$ cat config.mk
export PLATFORM = sky130hd
export DESIGN_NAME = c17_bist_ctrl
export DESIGN_NICKNAME = d
export VERILOG_FILES = /design/src/rtl/c17_bist_ctrl.sv
export SDC_FILE = /design/constraint.sdc
export NUM_CORES = 1
export LEC_CHECK = 0
export CAP_MARGIN = 20
export CORE_MARGIN = 2
export CORE_UTILIZATION = 53
export CTS_CLUSTER_SIZE = 20
export DETAILED_ROUTE_END_ITERATION = 6
export PLACE_DENSITY = 0.79
export SLEW_MARGIN = 40
export SYNTH_ARGS = -nofsm -noshare
export SYNTH_HDL_FRONTEND = slang
export SYNTH_SLANG_ARGS = --single-unit
$ cat constraint.sdc
create_clock -name clk -period 2.3 [get_ports clk]
set_input_delay 0.575 -clock clk [delete_from_list [all_inputs] [get_ports clk]]
set_output_delay 0.575 -clock clk [all_outputs]
set_load 0.02 [all_outputs]
$ cat src/rtl/c17_bist_ctrl.sv
// BIST driver for the c17 benchmark: a 5-bit LFSR feeds the CUT inputs and an 8-bit MISR
// compacts the CUT outputs, with a start/busy/done handshake and a golden-signature verdict.
module c17_bist_ctrl #(
  parameter int unsigned N_PATTERNS = 31,
  parameter int unsigned CUT_LAT    = 0,
  parameter logic [4:0]  LFSR_SEED  = 5'h01,
  parameter logic [7:0]  MISR_SEED  = 8'h00
) (
  input  logic       clk,
  input  logic       rst_n,
  input  logic       start,
  input  logic [7:0] golden_sig,
  input  logic [1:0] cut_out,
  output logic [4:0] cut_in,
  output logic       busy,
  output logic       done,
  output logic       pass,
  output logic [7:0] signature
);

  // An all-zero seed would lock the LFSR up.
  localparam logic [4:0] SeedEff   = (LFSR_SEED == 5'h00) ? 5'h01 : LFSR_SEED;
  localparam logic [7:0] NPat      = 8'(N_PATTERNS);
  localparam logic [7:0] FlushLast = 8'((CUT_LAT == 0) ? 0 : CUT_LAT - 1);

  typedef enum logic [1:0] {StIdle, StRun, StFlush, StDone} state_e;

  state_e         state_q;
  logic [4:0]     lfsr_q;
  logic [7:0]     count_q;
  logic [7:0]     flush_q;
  logic [7:0]     misr_q;
  logic [7:0]     misr_d;
  logic [CUT_LAT:0] vld_q;
  logic [4:0]     cut_in_q;
  logic           busy_q;
  logic           done_q;
  logic           pass_q;

  function automatic logic [4:0] lfsr_next(input logic [4:0] q);
    return {q[3:0], q[4] ^ q[2]};
  endfunction

  // Compaction is enabled by the valid bit that has travelled as far as the CUT's latency.
  always_comb begin
    misr_d = misr_q;
    if (vld_q[CUT_LAT]) begin
      misr_d = {misr_q[6:0], 1'b0} ^ (misr_q[7] ? 8'h1D : 8'h00) ^ {6'b0, cut_out};
    end
  end

  always_ff @(posedge clk or negedge rst_n) begin
    if (!rst_n) begin
      state_q  <= StIdle;
      lfsr_q   <= SeedEff;
      count_q  <= '0;
      flush_q  <= '0;
      misr_q   <= MISR_SEED;
      vld_q    <= '0;
      cut_in_q <= '0;
      busy_q   <= 1'b0;
      done_q   <= 1'b0;
      pass_q   <= 1'b0;
    end else begin
      misr_q   <= misr_d;
      vld_q[0] <= 1'b0;
      for (int i = 1; i <= int'(CUT_LAT); i++) begin
        vld_q[i] <= vld_q[i-1];
      end
      unique case (state_q)
        StIdle, StDone: begin
          if (start) begin
            state_q  <= StRun;
            cut_in_q <= SeedEff;
            lfsr_q   <= lfsr_next(SeedEff);
            count_q  <= 8'd1;
            vld_q[0] <= 1'b1;
            misr_q   <= MISR_SEED;
            busy_q   <= 1'b1;
            done_q   <= 1'b0;
            pass_q   <= 1'b0;
          end
        end
        StRun: begin
          if (count_q == NPat) begin
            cut_in_q <= '0;
            if (CUT_LAT == 0) begin
              state_q <= StDone;
              busy_q  <= 1'b0;
              done_q  <= 1'b1;
              pass_q  <= (misr_d == golden_sig);
            end else begin
              state_q <= StFlush;
              flush_q <= '0;
            end
          end else begin
            cut_in_q <= lfsr_q;
            lfsr_q   <= lfsr_next(lfsr_q);
            count_q  <= count_q + 8'd1;
            vld_q[0] <= 1'b1;
          end
        end
        StFlush: begin
          if (flush_q == FlushLast) begin
            state_q <= StDone;
            busy_q  <= 1'b0;
            done_q  <= 1'b1;
            pass_q  <= (misr_d == golden_sig);
          end else begin
            flush_q <= flush_q + 8'd1;
          end
        end
        default: ;
      endcase
    end
  end

  assign cut_in    = cut_in_q;
  assign busy      = busy_q;
  assign done      = done_q;
  assign pass      = pass_q;
  assign signature = misr_q;

endmodule

==> results of run 1 <==
==> power breakdown <==
group / total (W) / switching, W / leakage [nW] / internal (W)
Sequential: 0.00105 / 0.000192 / 0.513 / 0.000862
Combinational: 0.00105 / 0.000543 / 0.565 / 0.000509
Clock: 0.000439 / 0.000209 / 0.0395 / 0.000231
==> worst min-delay path by stage <==
stage,to
floorplan,busy
global placement,lfsr_q[0]
detailed placement,cut_in[0]
CTS,lfsr_q[4]
global route,lfsr_q[4]
finish,flush_q[4]
==> layout by cell type (no fill, tap or decap), types with 2 or more instances in the layout <==
cell | netlist | routed
dfrtp_1 | 38 | 38
o21ai_0 | 3 | 3
or3_1 | 2 | 2
nor3_1 | 5 | 5
xor2_1 | 11 | 11
nand3_1 | 5 | 5
mux2i_1 | 11 | 11
ha_1 | 6 | 6
clkbuf_1 | 2 | 2
buf_4 | 0 | 4
nand2_1 | 16 | 16
a21oi_1 | 5 | 5
inv_1 | 7 | 7
a22o_1 | 8 | 8
xnor2_1 | 15 | 15
nor2_1 | 15 | 15
clkdlybuf4s50_1 | 0 | 27
nand4_1 | 2 | 2
clkbuf_4 | 0 | 5
==> stage by stage <==
step | instances | hold slack, ps | power, W | instance area [um^2]
final | 251 | 184 | 0.00255 | 2310
after global routing | 251 | 200 | 0.00271 | 2310
after CTS | 251 | 348 | 0.00256 | 2300
after detailed placement | 243 | 467 | 0.00212 | 2230
after global placement | 243 | 443 | 0.00209 | 2230
after floorplan | 170 | 279 | 0.00173 | 1890
==> cell type report <==
cell class	instances	share of cell area [%]
flip-flops and latches	39	42.4
multi-input cells	120	37.7
repair buffers	31	13.0
well taps	46	2.50
clock buffers	7	1.95
clock inverters	1	1.30
inverters	7	1.14
==> metal layers <==
layer	GRT usage, %	vias to the layer above	share of wire, %
li1	-	653	-
met5	0	-	0
met3	5.18	7	3.4
met4	7.07	0	1.6
met2	31.8	23	49
met1	23.3	663	46
==> cells by family (layout without fill, tap and decap cells) <==
logic type      Yosys count  in the layout
compound gates           24             24
buf+inv                  11             46
simple gates             53             53
mux                      11             11
flops                    39             39
fa+ha+maj                 6              6
xor+xnor                 26             26
==> registers in the layout (all words and copies together) (netlist names) <==
register	flops
count_q	8
pass	1
signature	8
state_q	2
flush_q	8
vld_q	1
lfsr_q	5
busy	1
cut_in	5
==> metrics, run 1 <==
status complete, no violations; most frequent cell after synthesis dfrtp_1; critical path depth 1; grt ovf 0; largest family of logic cells by synthesized area simple AND/OR/NAND/NOR gates; post-synth top area cell dfrtp_1; Synth Warn # 0; Async SR Flop Fraction 100%; Final period util 92.0%; clk_skew 18.0 ps; critical path peak fanout 7; area occupied by multi-input gates 870 um^2; RSZ-0062 raised after global routing false; max_slew headroom 65.0%; top cell type's share of synthesized area 50.3%; largest net degree at the start of global routing 40; CTS resizes 0; # diodes 0; post-synthesis simple-gate area fraction 13.7%; Final Wtd Congestion 0.828; vias in the first global route 1363; Hold Path Class in2async; First-pass DRT Iterations 4; Die Ht 63.7 um; clk buf depth 2; Post-synth EDFFs 0; Slowest-stage cell, CP clkdlybuf4s50_1; Worst Setup SP signature[7]; Mean Syn Cell Area 11.1 um^2; GRT Util Overall 19.0%; pin slew with the least headroom to its limit 525 ps; Commonest cells post-synth dfrtp_1, nand2_1, nor2_1, xnor2_1; Synth Area in Adders 3.97%; Synth Area in XOR/XNOR 12.0%; setup_tns 0 ps; Port Buf Inserts 28; worst vdd ir 740 uV; CTS Hold Bufs 0; CP endpoint kind primary output; setup ws final 185 ps; clock buffer count from CTS 5; crit path kind reg2out; Worst Reg2Reg Path Length in Cells 7; worst slack at placement 115 ps; wire length per cell 13.9 um; data required time of the critical path 1730 ps; delay-heaviest family, CP buffers and inverters; mux contribution to synthesized area 5.82%; Syn-to-layout area delta 22.0%; die area 4060 um^2; NumNets Final 223; H-tree levels 2; Lkg Pwr 1.12 nW; Remaining DRCs 0; Die X-Extent 63.7 um; site row count 21; flip-flop and latch count after synthesis 39; register area share after synthesis 51.7%; f_max 473 MHz; ANT nets after route 0; Worst Path Arrival 1540 ps; CP Capture Point signature[7]; clock root buffer master clkbuf_4; max_cap viols 0; clk_lat worst skew 340 ps; CP startpoint kind flop; # setup viols final 0; WP buf/inv 1; Fillers 248; Yosys cell types 34; DR vias 1346; FF-to-FF Start state_q[1]; first-pass GRT wire length 5930 um; top cells by area, synth dfrtp_1, xnor2_1, mux2i_1, xor2_1, ha_1; initial antenna violation count 0; Syn Nets 189; Sink Count 39; Compound-Gate Fraction of Synth Area 10.5%; Initial DRC Count 66; largest stage delay on the critical path 660 ps; min cycle time layout 2110 ps; endpoints failing hold 0; proportion of layout cells with a drive suffix above 1 9.27%; Vias/cell 5.36; FF-to-FF End count_q[7]; Ports 29; post-CTS repair timing setup buffer count 0; R2R setup slack 250 ps; clock-pin slew on the worst setup and hold paths 110 ps; Finished Core Util 68.0%; HPWL Detailed 2570 um; prevailing post-synth register cell dfrtp_1; pwr dens 1100 nW/um^2; area of the core 3390 um^2; post-synthesis cell count 170; CP Cell Sequence clkdlybuf4s50_1; synthesized area 1890 um^2; Reg area 977 um^2; CTS tree done; Max Slew Vio Count 0; total wire length 3490 um; Starting Density 55.8%
Power figures use the tool's default switching activity.
==> inputs of run 2 (changes only) <==
--- a/config.mk
+++ b/config.mk
@@ -6,11 +6,10 @@
 export NUM_CORES = 1
 export LEC_CHECK = 0
 export CAP_MARGIN = 20
-export CORE_MARGIN = 2
-export CORE_UTILIZATION = 53
+export CORE_MARGIN = 8
+export CORE_UTILIZATION = 42
 export CTS_CLUSTER_SIZE = 20
 export DETAILED_ROUTE_END_ITERATION = 6
-export PLACE_DENSITY = 0.79
 export SLEW_MARGIN = 40
 export SYNTH_ARGS = -nofsm -noshare
 export SYNTH_HDL_FRONTEND = slang
==> run 2 against run 1 <==
Net effect: largest cell class unchanged; worst setup slack gained 12 ps; via count grew 1.1%; largest power group is now combinational logic; critical path depth is the same; register-to-register slack is essentially flat; global-route usage is 6.5 points lower; clock power up 52%; total power up 11%; sequential power barely moved; first-iteration DRC count grew 6.1%; final cell count is 3.6% higher.
==> metrics, run 2 (synthesized netlist as in run 1, its figures left out) <==
status complete, no violations; f_max 476 MHz (+0.57%); Starting Density 43.4% (-12 points); Vias/cell 5.23 (-2.4%); CTS tree done; Ports 29 (unchanged); WP buf/inv 1 (unchanged); largest net degree at the start of global routing 17 (-57%); CTS Hold Bufs 0 (unchanged); Max Slew Vio Count 0 (unchanged); CP endpoint kind primary output; initial antenna violation count 0 (unchanged); worst vdd ir 580 uV (-22%); setup ws final 197 ps (+11.9 ps); clk_skew 9.76 ps (-8.22 ps); Die X-Extent 83.1 um (+30%); Worst Reg2Reg Path Length in Cells 7 (unchanged); site row count 24 (+14%); Fillers 371 (+50%); min cycle time layout 2100 ps (-11.9 ps); post-CTS repair timing setup buffer count 0 (unchanged); first-pass GRT wire length 7170 um (+21%); setup_tns 0 ps (unchanged); Lkg Pwr 1.16 nW (+3.5%); Remaining DRCs 0 (unchanged); Final Wtd Congestion 0.854 (+3.2%); Initial DRC Count 70 (+6.1%); RSZ-0062 raised after global routing false; wire length per cell 15.9 um (+14%); Die Ht 83.1 um (+30%); First-pass DRT Iterations 4 (unchanged); GRT Util Overall 12.5% (-6.5 points); H-tree levels 2 (unchanged); crit path kind reg2out; # setup viols final 0 (unchanged); commonest cells after routing, fill and taps aside dfrtp_1, clkdlybuf4s50_1, nand2_1, nor2_1, xnor2_1; pin slew with the least headroom to its limit 599 ps (+73.8 ps); delay-heaviest family, CP buffers and inverters; Hold Path Class in2async; grt ovf 0 (unchanged); Syn-to-layout area delta 26.5%; clk buf depth 2 (unchanged); CP startpoint kind flop; Final period util 91.4% (-0.52 points); Finished Core Util 54.9% (-13 points); largest stage delay on the critical path 680 ps (+20 ps); endpoints failing hold 0 (unchanged); # diodes 0 (unchanged); critical path peak fanout 7 (unchanged); Reg area 977 um^2 (unchanged); HPWL Detailed 3160 um (+23%); Port Buf Inserts 28 (unchanged); data required time of the critical path 1730 ps (about the same); CP Cell Sequence clkdlybuf4s50_1; area occupied by multi-input gates 870 um^2 (unchanged); FF-to-FF Start flush_q[0]; max_cap viols 0 (unchanged); CTS resizes 0 (unchanged); clock-pin slew on the worst setup and hold paths 80 ps (-30 ps); R2R setup slack 250 ps (about the same); vias in the first global route 1431 (+5.0%); die area 6900 um^2 (+70%); ANT nets after route 0 (unchanged); clk_lat worst skew 290 ps (-50 ps); max_slew headroom 59.9% (-5.1 points); DR vias 1361 (+1.1%); Slowest-stage cell, CP clkdlybuf4s50_1; worst slack at placement 150 ps (+35.4 ps); total wire length 4120 um (+18%); area of the core 4350 um^2 (+28%); FF-to-FF End pass; Worst Path Arrival 1530 ps (about the same); leading cell type in the layout, fill and taps excluded dfrtp_1; clock buffer count from CTS 5 (unchanged); NumNets Final 226 (+1.3%); Sink Count 39 (unchanged); pwr dens 1180 nW/um^2 (+6.6%); clock root buffer master clkbuf_8; proportion of layout cells with a drive suffix above 1 11.1% (+1.8 points)
[run 2: report_power, final]
part | internal (W) | switching [W]
logic | 0.000521 | 0.000564
clock network | 0.000434 | 0.000235
registers | 0.000864 | 0.000197
[run 2: layout make-up]
class | instances | area share [%]
Sequential cell | 39 | 40.9
Multi-Input combinational cell | 120 | 36.4
Timing Repair Buffer | 34 | 13.4
Clock buffer | 6 | 3.04
Tap cell | 52 | 2.72
Clock inverter | 2 | 2.51
Inverter | 7 | 1.10
[run 2: metal layers]
layer	routed length [um]	global-route usage, %	part of all wire [%]	up-vias
met1	1770	14.4	43	669
met2	2100	20.8	51	29
met4	47	3.99	1.1	0
met5	0	0	0	-
li1	-	-	-	657
met3	198	4.49	4.8	6
[run 2: through the flow]
stage          hold WS (ps)  total power, W  std cells  cell area [um^2]
6_report                181         0.00281        260              2390
5_1_grt                 199         0.00301        260              2390
4_1_cts                 191         0.00284        260              2390
3_5_place_dp            450         0.00217        252              2260
3_3_place_gp            443         0.00213        252              2260
2_1_floorplan           279         0.00173        170              1890
[run 2: worst max path at each step]
stage,from,to,cells after the start
after CTS,signature[7],signature[7],1
final,signature[7],signature[7],1
after floorplan,state_q[1],count_q[5],8
after detailed placement,start,count_q[7],6
after global routing,state_q[1],count_q[0],6
after global placement,start,count_q[7],6
==> inputs of run 3 (changes only) <==
--- a/config.mk
+++ b/config.mk
@@ -6,10 +6,13 @@
 export NUM_CORES = 1
 export LEC_CHECK = 0
 export CAP_MARGIN = 20
+export CELL_PAD_IN_SITES_DETAIL_PLACEMENT = 0
+export CELL_PAD_IN_SITES_GLOBAL_PLACEMENT = 1
 export CORE_MARGIN = 8
 export CORE_UTILIZATION = 42
 export CTS_CLUSTER_SIZE = 20
 export DETAILED_ROUTE_END_ITERATION = 6
+export PLACE_DENSITY_LB_ADDON = 0.25
 export SLEW_MARGIN = 40
 export SYNTH_ARGS = -nofsm -noshare
 export SYNTH_HDL_FRONTEND = slang
==> run 3 against run 2 <==
Net effect: count of clock-buffer cells in the layout unchanged; flip-flop and latch count unchanged; clock skew decreased by 3.6 ps; maximum frequency increased by 1.8%; largest cell class unchanged; largest power group unchanged.
==> metrics, run 3 (synthesized netlist as in run 1, its figures left out) <==
FF-to-FF End count_q[7]; CP endpoint kind primary output; H-tree levels 2 (unchanged); ANT nets after route 0 (unchanged); Worst Reg2Reg Path Length in Cells 7 (unchanged); min cycle time layout 2070 ps (-36.5 ps); Ports 29 (unchanged); CTS resizes 0 (unchanged); R2R setup slack 290 ps (+40 ps); NumNets Final 227 (+0.44%); clock root buffer master clkbuf_8; vias in the first global route 1435 (+0.28%); Finished Core Util 54.8% (-0.086 points); first-pass GRT wire length 6890 um (-3.9%); CTS Hold Bufs 0 (unchanged); DR vias 1354 (-0.51%); proportion of layout cells with a drive suffix above 1 12.0% (+0.90 points); delay-heaviest family, CP buffers and inverters; Sink Count 39 (unchanged); die area 6900 um^2 (unchanged); crit path kind reg2out; clock buffer count from CTS 5 (unchanged); CP Capture Point signature[7]; max_slew headroom 67.2% (+7.2 points); area of the core 4350 um^2 (unchanged); initial antenna violation count 0 (unchanged); leading cell type in the layout, fill and taps excluded dfrtp_1; HPWL Detailed 2940 um (-7.2%); post-CTS repair timing setup buffer count 0 (unchanged); clk buf depth 2 (unchanged); Final period util 89.8% (-1.6 points); First-pass DRT Iterations 4 (unchanged); grt ovf 0 (unchanged); data required time of the critical path 1730 ps (about the same); worst vdd ir 511 uV (-12%); Syn-to-layout area delta 26.3%; status complete, no violations; endpoints failing hold 0 (unchanged); max_cap viols 0 (unchanged); Slowest-stage cell, CP clkdlybuf4s50_1; # diodes 0 (unchanged); Port Buf Inserts 28 (unchanged); Die X-Extent 83.1 um (unchanged); Initial DRC Count 50 (-29%); largest net degree at the start of global routing 16 (-1); # setup viols final 0 (unchanged); Lkg Pwr 1.16 nW (+0.14%); setup_tns 0 ps (unchanged); WP buf/inv 1 (unchanged); f_max 484 MHz (+1.8%); commonest cells after routing, fill and taps aside dfrtp_1, clkdlybuf4s50_1, nand2_1, nor2_1, xnor2_1; site row count 24 (unchanged); GRT Util Overall 11.8% (-0.66 points); pin slew with the least headroom to its limit 491 ps (-108 ps); largest stage delay on the critical path 670 ps (about the same); critical path peak fanout 7 (unchanged); clk_lat worst skew 290 ps (about the same); Remaining DRCs 0 (unchanged); Worst Setup SP signature[7]; clock-pin slew on the worst setup and hold paths 70 ps (about the same); CP Cell Sequence clkdlybuf4s50_1; wire length per cell 14.9 um (-6.2%); CP startpoint kind flop; Final Wtd Congestion 0.792 (-7.2%); Starting Density 43.4% (unchanged); Hold Path Class in2async; Vias/cell 5.19 (-0.90%); Worst Path Arrival 1490 ps (-40 ps); CTS tree done; RSZ-0062 raised after global routing false; Max Slew Vio Count 0 (unchanged); clk_skew 6.19 ps (-3.57 ps); FF-to-FF Start state_q[1]; pwr dens 1150 nW/um^2 (-2.2%); critical path depth 1 (unchanged); Die Ht 83.1 um (unchanged); total wire length 3880 um (-5.8%)
-- run 3: changes by cell type in the layout (fill, tap and decap cells not counted), sizes merged --
cell / before / now
buf: 7 / 8
bufinv: 2 / 1
inv: 7 / 8
-- run 3: power breakdown --
part           leakage, nW  switching, W  internal, W
combinational        0.583      0.000568     0.000532
clock               0.0618      0.000247     0.000357
sequential           0.513      0.000182     0.000863
total                 1.16      0.000997      0.00175
-- run 3: layout make-up --
class / count / area [um^2]
clock buffers: 6 / 82.6
clock inverters: 2 / 38.8
fillers: 383 / 1970
inverters: 7 / 26.3
multi-input cells: 120 / 870
flip-flops and latches: 39 / 977
well taps: 52 / 65.1
repair buffers: 35 / 328
-- run 3: how the worst min path moves through the flow --
stage	cells after the start	start	to	slack (ps)
floorplan	0	rst_n	busy	280
global placement	2	lfsr_q[0]	lfsr_q[0]	440
detailed placement	2	lfsr_q[0]	lfsr_q[0]	450
CTS	1	rst_n	count_q[3]	180
global route	1	rst_n	count_q[7]	190
finish	1	rst_n	count_q[4]	180
-- run 3: layer usage --
metal  vias up  share of wire [%]  global-route usage, %
li1        665                  -                      -
met1       664                 47                   15.0
met2        18                 48                   18.5
met3         7                3.8                   3.32
met4         0                1.3                   4.47
met5         -                  0                      0
-- run 3: through the flow --
| step | hold slack (ps) | total power, W | setup slack (ps) | instance area (um^2) | cells |
|---|---|---|---|---|---|
| floorplan | 279 | 0.00173 | 195 | 1890 | 170 |
| finish | 180 | 0.00275 | 234 | 2390 | 261 |
| detailed placement | 454 | 0.00217 | 186 | 2270 | 253 |
| global placement | 443 | 0.00215 | 205 | 2270 | 253 |
| global route | 194 | 0.00294 | 156 | 2390 | 261 |
| CTS | 176 | 0.00279 | 213 | 2390 | 261 |
